===== src/rtl/alu_pkg.sv =====
// alu_pkg: opcode encodings and default datapath width for the alu.
package alu_pkg;
  localparam int ALU_WIDTH = 16;
  localparam logic [7:0] OP_AND   = 8'h01;
  localparam logic [7:0] OP_OR    = 8'h02;
  localparam logic [7:0] OP_XOR   = 8'h03;
  localparam logic [7:0] OP_LSH   = 8'h04;
  localparam logic [7:0] OP_ADD   = 8'h05;
  localparam logic [7:0] OP_ADDU  = 8'h06;
  localparam logic [7:0] OP_ADDCU = 8'h07;
  localparam logic [7:0] OP_SUB   = 8'h09;
  localparam logic [7:0] OP_CMP   = 8'h0B;
  localparam logic [7:0] OP_MOV   = 8'h0D;
  localparam logic [7:0] OP_MUL   = 8'h0E;
  localparam logic [7:0] OP_NOT   = 8'h0F;
  localparam logic [7:0] OP_ADDI  = 8'h50;
  localparam logic [7:0] OP_ADDUI = 8'h60;
  localparam logic [7:0] OP_ADDCUI = 8'h70;
  localparam logic [7:0] OP_SUBI  = 8'h90;
  localparam logic [7:0] OP_CMPI  = 8'hB0;
  function automatic logic is_sub_op(input logic [7:0] op);
    return op inside {OP_SUB, OP_SUBI, OP_CMP, OP_CMPI};
  endfunction
endpackage


===== src/rtl/alu_addsub.sv =====
// alu_addsub: combinational adder/subtractor shared by ADD*, SUB* and CMP.
module alu_addsub #(
  parameter int WIDTH = 16
) (
  input  logic [WIDTH-1:0] a,
  input  logic [WIDTH-1:0] b,
  input  logic             sub,
  input  logic             cin,
  output logic [WIDTH:0]   sum,
  output logic             overflow,
  output logic             carry
);
  logic [WIDTH-1:0] bx;
  // subtraction is a + ~b + 1, so the carry-in slot is forced high
  assign bx = sub ? ~b : b;
  assign sum = {1'b0, a} + {1'b0, bx} + {{WIDTH{1'b0}}, sub | cin};
  assign carry = sum[WIDTH];
  assign overflow = (a[WIDTH-1] == bx[WIDTH-1]) && (sum[WIDTH-1] != a[WIDTH-1]);
endmodule


===== src/rtl/alu.sv =====
// alu: registered 16-bit integer ALU with status flags.
// Define ALU_MUL_EN to build the signed multiplier for opcode MUL.
module alu
  import alu_pkg::*;
#(
  parameter int WIDTH = ALU_WIDTH
) (
  input  logic             Clk,
  input  logic             Reset_n,
  input  logic [WIDTH-1:0] A,
  input  logic [WIDTH-1:0] B,
  input  logic [7:0]       Opcode,
  input  logic             CarryIn,
  output logic [WIDTH-1:0] C,
  output logic             Carry,
  output logic             Flag,
  output logic             Low,
  output logic             Negative,
  output logic             Zero
);
  logic [WIDTH:0] s;
  logic ovf, cy, cin, nz;
  logic [WIDTH-1:0] c;
  logic carry, flag, low, neg, zero;
  logic [4:0] mag;
  assign cin = (Opcode == OP_ADDCU || Opcode == OP_ADDCUI) && CarryIn;
  // LSH amount is a signed 5-bit field; negative values shift right
  assign mag = B[4] ? -B[4:0] : B[4:0];
  alu_addsub #(.WIDTH(WIDTH)) u_addsub (
    .a(A),
    .b(B),
    .sub(is_sub_op(Opcode)),
    .cin(cin),
    .sum(s),
    .overflow(ovf),
    .carry(cy)
  );
`ifdef ALU_MUL_EN
  logic signed [2*WIDTH-1:0] prod;
  assign prod = $signed(A) * $signed(B);
`endif
  always_comb begin
    c = '0;
    carry = 1'b0;
    flag = 1'b0;
    low = 1'b0;
    neg = 1'b0;
    zero = 1'b0;
    nz = 1'b1;
    case (Opcode)
      OP_ADD, OP_ADDI, OP_SUB, OP_SUBI: begin
        c = s[WIDTH-1:0];
        flag = ovf;
      end
      OP_ADDU, OP_ADDUI, OP_ADDCU, OP_ADDCUI: begin
        c = s[WIDTH-1:0];
        carry = s[WIDTH];
      end
      OP_CMP, OP_CMPI: begin
        nz = 1'b0;
        zero = A == B;
        low = ~cy;
        neg = s[WIDTH-1] ^ ovf;
      end
      OP_AND: c = A & B;
      OP_OR:  c = A | B;
      OP_XOR: c = A ^ B;
      OP_NOT: c = ~A;
      OP_MOV: c = B;
      OP_LSH: c = B[4] ? A >> mag : A << mag;
`ifdef ALU_MUL_EN
      OP_MUL: begin
        c = prod[WIDTH-1:0];
        flag = prod != {{WIDTH{prod[WIDTH-1]}}, prod[WIDTH-1:0]};
      end
`endif
      default: nz = 1'b0;
    endcase
    if (nz) begin
      neg = c[WIDTH-1];
      zero = ~|c;
    end
  end
  always_ff @(posedge Clk) begin
    if (!Reset_n) begin
      C <= '0;
      Carry <= 1'b0;
      Flag <= 1'b0;
      Low <= 1'b0;
      Negative <= 1'b0;
      Zero <= 1'b0;
    end else begin
      C <= c;
      Carry <= carry;
      Flag <= flag;
      Low <= low;
      Negative <= neg;
      Zero <= zero;
    end
  end
endmodule


===== config.mk =====
export PLATFORM = sky130hd
export DESIGN_NAME = alu
export DESIGN_NICKNAME = d
export VERILOG_FILES = /design/src/rtl/alu_pkg.sv /design/src/rtl/alu_addsub.sv /design/src/rtl/alu.sv
export SDC_FILE = /design/constraint.sdc
export NUM_CORES = 1
export LEC_CHECK = 0
export ABC_AREA = 1
export CAP_MARGIN = 10
export CORE_MARGIN = 1
export CORE_UTILIZATION = 30
export CTS_CLUSTER_SIZE = 25
export DETAILED_ROUTE_END_ITERATION = 6
export DONT_BUFFER_PORTS = 1
export GPL_ROUTABILITY_DRIVEN = 0
export PLACE_DENSITY_LB_ADDON = 0.2
export SLEW_MARGIN = 20
export SYNTH_ARGS = -nofsm -noshare
export SYNTH_HDL_FRONTEND = slang
export SYNTH_HIERARCHICAL = 1
export SYNTH_SLANG_ARGS = --single-unit

===== constraint.sdc =====
create_clock -name Clk -period 5.2 [get_ports Clk]
set_input_delay 0.78 -clock Clk [delete_from_list [all_inputs] [get_ports Clk]]
set_output_delay 0.78 -clock Clk [all_outputs]
set_load 0.01 [all_outputs]

==> results of run 1 <==
## layout make-up
type | count | area share [%]
Multi-Input combinational cell | 740 | 76.9
Sequential cell | 21 | 8.42
Clock buffer | 3 | 1.50
Inverter | 100 | 7.52
Tap cell | 216 | 5.41
Timing Repair Buffer | 1 | 0.150
Clock inverter | 1 | 0.100
## power groups by stage
stage / clock network [uW] / registers [uW] / logic (uW)
final: 174 / 165 / 392
after global routing: 183 / 165 / 439
after CTS: 173 / 165 / 382
after detailed placement: 0 / 169 / 380
after global placement: 0 / 169 / 385
after floorplan: 0 / 168 / 309
## routing by layer
| metal | up-vias | part of all wire (%) | wire, um |
|---|---|---|---|
| met2 | 214 | 43 | 7900 |
| met1 | 2513 | 47 | 8600 |
| li1 | 2784 | - | - |
| met3 | 20 | 8.0 | 1460 |
| met5 | - | 0 | 0 |
| met4 | 0 | 1.4 | 250 |
## worst paths after layout
path              slack (ns)  cells after the start  endpoint
setup / recovery        1.20                     23      Zero
hold / removal          0.62                      2     Carry
## cell usage after synthesis (7+ instances only)
| cell type | count | share of area [%] |
|---|---|---|
| nor2_1 | 78 | 6.0 |
| nand2_1 | 331 | 25 |
| nand3b_1 | 9 | 1.4 |
| buf_2 | 8 | 0.82 |
| buf_6 | 10 | 2.3 |
| ha_1 | 49 | 13 |
| o21ai_0 | 24 | 2.5 |
| xor2_1 | 25 | 4.5 |
| dfxtp_1 | 21 | 8.6 |
| a21oi_1 | 46 | 4.7 |
| nand3_1 | 107 | 11 |
| nand4_1 | 7 | 0.90 |
| nand2_2 | 17 | 2.2 |
| inv_1 | 88 | 6.8 |
| buf_4 | 11 | 1.7 |
| inv_2 | 12 | 0.92 |
## state kept, by name, indices dropped and copies added, names as in the netlist
signal and flops:
Negative 1, Flag 1, Zero 1, Carry 1, C 16, Low 1
## logic make-up after synthesis
family                     count (synthesis)
AOI/OAI and AO/OA                         85
xor gates and xnor gates                  28
adders and majority gates                 51
buffers and inverters                    133
DFF                                       21
and+or+nand+nor                          576
## critical path: cells and delay by family
family	cells	cell delay, ns
adders and majority gates	2	0.65
xor gates and xnor gates	2	0.30
AOI/OAI and AO/OA	2	0.62
and+or+nand+nor	14	1.65
buffers and inverters	3	0.20
## stage by stage
stage               instance area (um2)  hold slack, ns  power [uW]  instances
global route                       4990           0.626         787       1082
CTS                                4990           0.626         720       1082
global placement                   4910           0.907         554       1078
finish                             4990           0.619         731       1082
detailed placement                 4910           0.904         549       1078
floorplan                          4890           0.891         478        894
==> flow_summary.yaml, run 1 <==
layout:
  seqCellArea_um2: 420
  final_nets: 961
  mostFrequentLayoutCells: "331 x nand2_1, 107 x nand3_1, 88 x inv_1"
  n_antenna_cell: 0
  nFillCells: 1908
  multi_input_area_um2: 3840
  utilization_pct: 31.4
  drive_gt1_share_pct: 5.89
  syn2layout_area_growth_pct: 2.20
  final_common_cell: "nand2_1"
worst_hold_path:
  min_path_type: "input port to flop"
  hp-start: "Reset_n"
detailed_routing:
  wl_um: 18200
  wire_per_inst_um: 16.8
  drtAntennaViolNets: 0
  firstDrtPassIters: 5
  via_count: 5531
  drtIter0Drc: 523
  viasPerCell: 5.11
  drt_drc_violations_left: 0
worst_setup_path:
  arrival_ns: 4.21
  critPathRequiredTime_ns: 5.40
  critPathKind: "input port to flop"
  critPathMaxStageDelay_ns: 0.55
  end_kind: "flop"
  path_max_fanout: 17
  start_kind: "input port"
  worstSetupStartpoint: "Opcode[1]"
  cp_cell_sequence: "nor2_2, inv_2, o41ai_1, or2_2, xor2_1, fa_1, inv_1, fa_1, inv_1, nand3_1, nand2_1, nand2_1, nand2_2, nand2_1, nand2_1, xor2_1, nand2_1, nand2_1, a21oi_1, nand3_1, nor2_1, nand3_1, nand2_1"
  crit_top_cell: "nand2_1"
  slowest_stage: "or2_2"
global_routing:
  grtUsageMet1_pct: 30.1
  grt_pass1_wl_um: 27800
  grt_use_met2_pct: 34.7
  grt-ovfl-total: 0
  grt_pass1_vias: 5083
  busiest_layer: "met2"
  antenna_found_initial: 0
  use_met3_pct: 5.12
  grt_start_max_net_pins: 35
  track_usage_pct: 21.8
timing:
  worst_pin_slew_ns: 0.682
  setup_violations: 0
  rsz0062_at_grt: "false"
  period_needed_ns: 4.00
  finalHoldViolations: 0
  setup_ws_ns: 1.20
  max_freq_mhz: 250
  min_period_over_period_pct: 77.0
  tns_ns: 0
  maxSlewHeadroom_pct: 54.4
  drv_slew: 0
logic_synthesis:
  synthFlopType: "dfxtp_1"
  ys_warn_count: 6
  syn_area_per_cell_um2: 5.47
  synth_top_family_by_area: "simple AND/OR/NAND/NOR gates"
  ys_seq_elements: 21
  synth_mux_area_share_pct: 0
  synthCells: 894
  synth-compound-area-share_pct: 9.40
  syn-num-nets: 988
  async_flop_share_pct: 0
  synth_xor_area_share_pct: 5.02
  yosysUniqueCellTypes: 37
  synth_edf_count: 0
  synth.cell_area_um2: 4890
  synthAdderAreaFrac_pct: 13.4
  yosysSeqAreaShare_pct: 8.60
  synth-simple-area-share_pct: 50.8
power_and_ir_drop:
  peakVddDrop_mv: 0.116
  power.share.clock_pct: 23.8
  comb_power_share_pct: 53.7
  swShare_pct: 46.7
  seq_power_share_pct: 22.5
  p_switching_uw: 341
  p_leak_uw: 0.00277
  power.density_nw_per_um2: 146
  power.internal_uw: 390
clocking:
  cts-root-buf: "clkbuf_16"
  cts_sinks: 21
  ctsResizeCount: 0
  ctsLongestPathBuffers: 2
  cts_hold_buffers: 0
  cts_buffers: 3
  postCtsSetupBuffers: 0
  cts_tree: "yes"
  htree_levels: 1
  clk_pin_slew_ns: 0.07
flow_run:
  max_cap_violations: 0
place:
  dpl_worst_slack_ns: 0.974
  hpwlAfterDp_um: 14800
  io_buffers: 0
die:
  die_area_um2: 16800
  die_h_um: 130
  fp.dieW_um: 130
  initial_utilization_pct: 30.8
  row_count: 46
  coreArea_um2: 15900
  pin_count: 64
outcome:
  outcome: "completed"
(Power assumes the default switching activity.)
==> inputs of run 2 (changes only) <==
Clock period 5.2 ns to 3.6 ns, I/O delays scaled along.
==> run 2 against run 1 <==
Non-clock buffer count increased by 33; wire length decreased by 0.37%; sequential cell count unchanged; largest power group unchanged; count of clock-buffer cells in the layout unchanged; sequential share of layout area decreased by 0.46 points; worst hold slack got worse by 0.23 ns; setup slack got worse by 0.87 ns; total power increased by 51%.
==> flow_summary.yaml, run 2 (synthesized netlist as in run 1, its figures left out) <==
detailed_routing:
  drtIter0Drc: 546
  wire_per_inst_um: 16.3
  via_count: 5615
  firstDrtPassIters: 6
  drt_drc_violations_left: 0
  wl_um: 18100
  drtAntennaViolNets: 0
  viasPerCell: 5.04
timing:
  rsz0062_at_grt: "false"
  setup_ws_ns: 0.328
  max_freq_mhz: 306
  worst_pin_slew_ns: 0.687
  maxSlewHeadroom_pct: 54.0
  setup_violations: 0
  tns_ns: 0
  finalHoldViolations: 0
  period_needed_ns: 3.27
  drv_slew: 0
  min_period_over_period_pct: 90.9
clocking:
  cts_buffers: 3
  clk_pin_slew_ns: 0.07
  cts_sinks: 21
  ctsLongestPathBuffers: 2
  cts_hold_buffers: 0
  cts_tree: "yes"
  postCtsSetupBuffers: 0
  cts-root-buf: "clkbuf_16"
  ctsResizeCount: 0
  htree_levels: 1
die:
  pin_count: 64
  die_area_um2: 16800
  die_h_um: 130
  fp.dieW_um: 130
  row_count: 46
  initial_utilization_pct: 30.8
  coreArea_um2: 15900
worst_setup_path:
  path_max_fanout: 4
  critPathKind: "input port to flop"
  arrival_ns: 3.48
  critPathRequiredTime_ns: 3.80
  end_kind: "flop"
  start_kind: "input port"
global_routing:
  grt-ovfl-total: 0
  grt_pass1_wl_um: 28000
  antenna_found_initial: 0
  track_usage_pct: 21.8
  grt_pass1_vias: 5022
  grt_start_max_net_pins: 34
layout:
  mostFrequentLayoutCells: "330 x nand2_1, 107 x nand3_1, 87 x inv_1"
  final_common_cell: "nand2_1"
  largest_reg_flops: 16
  largest_register: "C"
  syn2layout_area_growth_pct: 8.12
  n_antenna_cell: 0
  utilization_pct: 33.3
  final_nets: 994
  drive_gt1_share_pct: 10.1
  design_area_um2: 5280
  nFillCells: 1873
power_and_ir_drop:
  peakVddDrop_mv: 0.134
  swShare_pct: 45.5
  p_leak_uw: 0.00293
  seq_power_share_pct: 21.5
  power.internal_uw: 604
  p_switching_uw: 504
  power.density_nw_per_um2: 210
  power.share.clock_pct: 22.7
  power_uw: 1110
  comb_power_share_pct: 55.8
outcome:
  outcome: "completed"
place:
  dpl_worst_slack_ns: 0.0267
  io_buffers: 0
  post_dp_cell_area_um2: 5200
  hpwlAfterDp_um: 14900
worst_hold_path:
  min_path_type: "input port to flop"
flow_run:
  max_cap_violations: 0
==> run 2: worst max-delay path, stage by stage <==
cell and delay, ns:
nand2_1 0.07, inv_1 0.07, nand3_1 0.10, o41ai_2 0.09, or2_4 0.29, or2_2 0.32, fa_2 0.42, inv_2 0.08
fa_2 0.21, inv_1 0.06, nand3_1 0.06, nand2_1 0.09, nand2_1 0.09, nand2_2 0.06, xor2_1 0.15, nand2_1 0.08
nand3_1 0.14, a21oi_1 0.21, nand2_1 0.07, nor2_1 0.14, nand3_1 0.09, nand2_1 0.06
==> run 2: path summary, 6_finish.rpt <==
| check | endpoint | slack (ns) | depth (start not counted) | from |
|---|---|---|---|---|
| setup / recovery | Zero | 0.33 | 22 | Opcode[0] |
| hold / removal | Carry | 0.39 | 2 | Reset_n |
==> run 2: routing by layer <==
| metal | GRT usage [%] | routed length, um | up-vias |
|---|---|---|---|
| met1 | 31.6 | 8570 | 2537 |
| met2 | 33.8 | 7740 | 206 |
| met3 | 4.83 | 1660 | 12 |
| met4 | 1.85 | 178 | 0 |
| li1 | - | - | 2860 |
| met5 | 0 | 0 | - |
==> run 2: final cells by class <==
type,instances,area (um2),area share [%]
Clock inverter,1,5.00,0.0947
Timing Repair Buffer,34,268,5.07
Multi-Input combinational cell,740,3870,73.2
Inverter,100,375,7.10
Clock buffer,3,75.1,1.42
Tap cell,216,270,5.11
Sequential cell,21,420,7.96
==> run 2: stage by stage <==
stage	instances	hold WS, ns
final	1115	0.389
after CTS	1115	0.391
after global placement	1111	0.670
after floorplan	894	0.651
after detailed placement	1111	0.673
after global routing	1115	0.396
==> run 2: power by group through the flow <==
stage,clock network (uW),logic [uW],registers (uW)
2_1_floorplan,0,450,243
3_3_place_gp,0,612,243
3_5_place_dp,0,605,243
4_1_cts,254,607,238
5_1_grt,265,689,238
6_report,252,618,238
==> inputs of run 3 (changes only) <==
Clock period 3.6 ns to 2.9 ns, I/O delays scaled along.
==> run 3 against run 2 <==
The flow now finishes with violations (setup timing); combinational power increased by 46%; worst hold slack worse by 0.081 ns; via count rose by 4.4%; largest power group unchanged.
==> flow_summary.yaml, run 3 (synthesized netlist as in run 1, its figures left out) <==
place:
  post_dp_cell_area_um2: 5620
  dpl_worst_slack_ns: -0.542
  hpwlAfterDp_um: 15300
  io_buffers: 0
worst_setup_path:
  critPathKind: "input port to flop"
  critPathRequiredTime_ns: 3.09
  arrival_ns: 3.21
  start_kind: "input port"
  end_kind: "flop"
  path_max_fanout: 5
detailed_routing:
  viasPerCell: 4.98
  drtAntennaViolNets: 0
  drt_drc_violations_left: 0
  drtIter0Drc: 390
  wire_per_inst_um: 16.3
  via_count: 5861
  firstDrtPassIters: 5
  wl_um: 19200
clocking:
  cts_tree: "yes"
  clk_pin_slew_ns: 0.05
  cts-root-buf: "clkbuf_16"
  htree_levels: 1
  cts_sinks: 21
  ctsLongestPathBuffers: 2
  cts_buffers: 3
  cts_hold_buffers: 0
timing:
  maxSlewHeadroom_pct: 60.4
  setup_violations: 3
  finalHoldViolations: 0
  setup_ws_ns: -0.116
  rsz0062_at_grt: "true"
  worst_hold_slack_ns: 0.308
  period_needed_ns: 3.02
  worst_pin_slew_ns: 0.592
  tns_ns: -0.183
  drv_slew: 0
  max_freq_mhz: 332
  min_period_over_period_pct: 104
global_routing:
  grtUsageMet1_pct: 27.3
  grt_pass1_vias: 5627
  track_usage_pct: 22.7
  grt_pass1_wl_um: 29300
  antenna_found_initial: 0
  grt_use_met2_pct: 39.6
  busiest_layer: "met2"
  grt_start_max_net_pins: 33
  grt-ovfl-total: 0
  use_met3_pct: 3.72
worst_hold_path:
  holdPathStages: 2
  min_path_type: "input port to flop"
die:
  fp.dieW_um: 130
  die_area_um2: 16800
  die_h_um: 130
  row_count: 46
  coreArea_um2: 15900
  initial_utilization_pct: 30.8
  pin_count: 64
layout:
  largest_reg_flops: 16
  utilization_pct: 38.6
  final_common_cell: "nand2_1"
  nFillCells: 1825
  drive_gt1_share_pct: 22.1
  syn2layout_area_growth_pct: 25.6
  largest_register: "C"
  n_antenna_cell: 0
  design_area_um2: 6140
  mostFrequentLayoutCells: "312 x nand2_1, 101 x nand3_1, 87 x buf_4"
  final_nets: 1055
power_and_ir_drop:
  p_leak_uw: 0.00331
  power.density_nw_per_um2: 241
  peakVddDrop_mv: 0.287
outcome:
  violations: "setup timing"
  outcome: "finished with violations"
flow_run:
  max_cap_violations: 0
run 3: changes by cell type in the layout (fill, tap and decap cells not counted), moves of 5 or more:
cell	delta
buf_6	+6
a21oi_2	+12
nand3_2	+5
nand2_2	+13
nand3_1	-6
buf_4	+54
nand2_1	-18
inv_1	-8
nor2_1	-5
a21oi_1	-14
run 3: path summary, 6_finish.rpt:
path	start	end	slack (ns)
hold / removal	Reset_n	Flag	0.31
setup / recovery	Opcode[2]	Zero	-0.12
run 3: worst max-delay path, cell delays in order:
cell	delay, ns
clkinv_16	0.03
nand2_8	0.04
buf_6	0.11
o41ai_4	0.30
or2_4	0.24
xor2_2	0.15
fa_2	0.22
inv_2	0.04
fa_2	0.37
inv_2	0.07
nand3_2	0.06
nand2_2	0.09
nand2_2	0.06
nand2_4	0.09
buf_6	0.10
nand3_4	0.06
nand3_2	0.06
nand2_2	0.07
a21oi_4	0.17
and2_4	0.17
nand2_1	0.04
nor2_1	0.09
nand3_1	0.07
nand2_1	0.05
run 3: power breakdown:
group	total (uW)	switching, uW	leakage [uW]	internal (uW)
clock network	279	92.1	0.0000382	187
logic	904	535	0.00310	369
registers	296	3.25	0.000169	293
run 3: layer usage:
layer  share of wire [%]  vias up
li1                    -     2963
met1                  42     2695
met2                  48      163
met3                 5.3       40
met4                 4.9        0
met5                   0        -
run 3: metrics by stage:
stage          cells  power [uW]
2_1_floorplan    894         871
3_3_place_gp    1156        1110
3_5_place_dp    1156        1110
4_1_cts         1174        1440
5_1_grt         1176        1590
6_report        1176        1480
run 3: layout make-up:
cell class	instances	area (um2)	share of cell area, %
multi-input combinational	740	4150	67.7
timing repair buffer	95	761	12.4
inverter	100	455	7.42
sequential	21	420	6.85
tap	216	270	4.40
clock buffer	4	78.8	1.28
run 3: repair_timing:
item	4_1_cts	5_1_grt
gates resized for setup	40	40
setup buffers	14	4
pin swaps	35	26
hold endpoints to repair	0	0
endpoints found under the setup margin	7	16
cloned	1	0
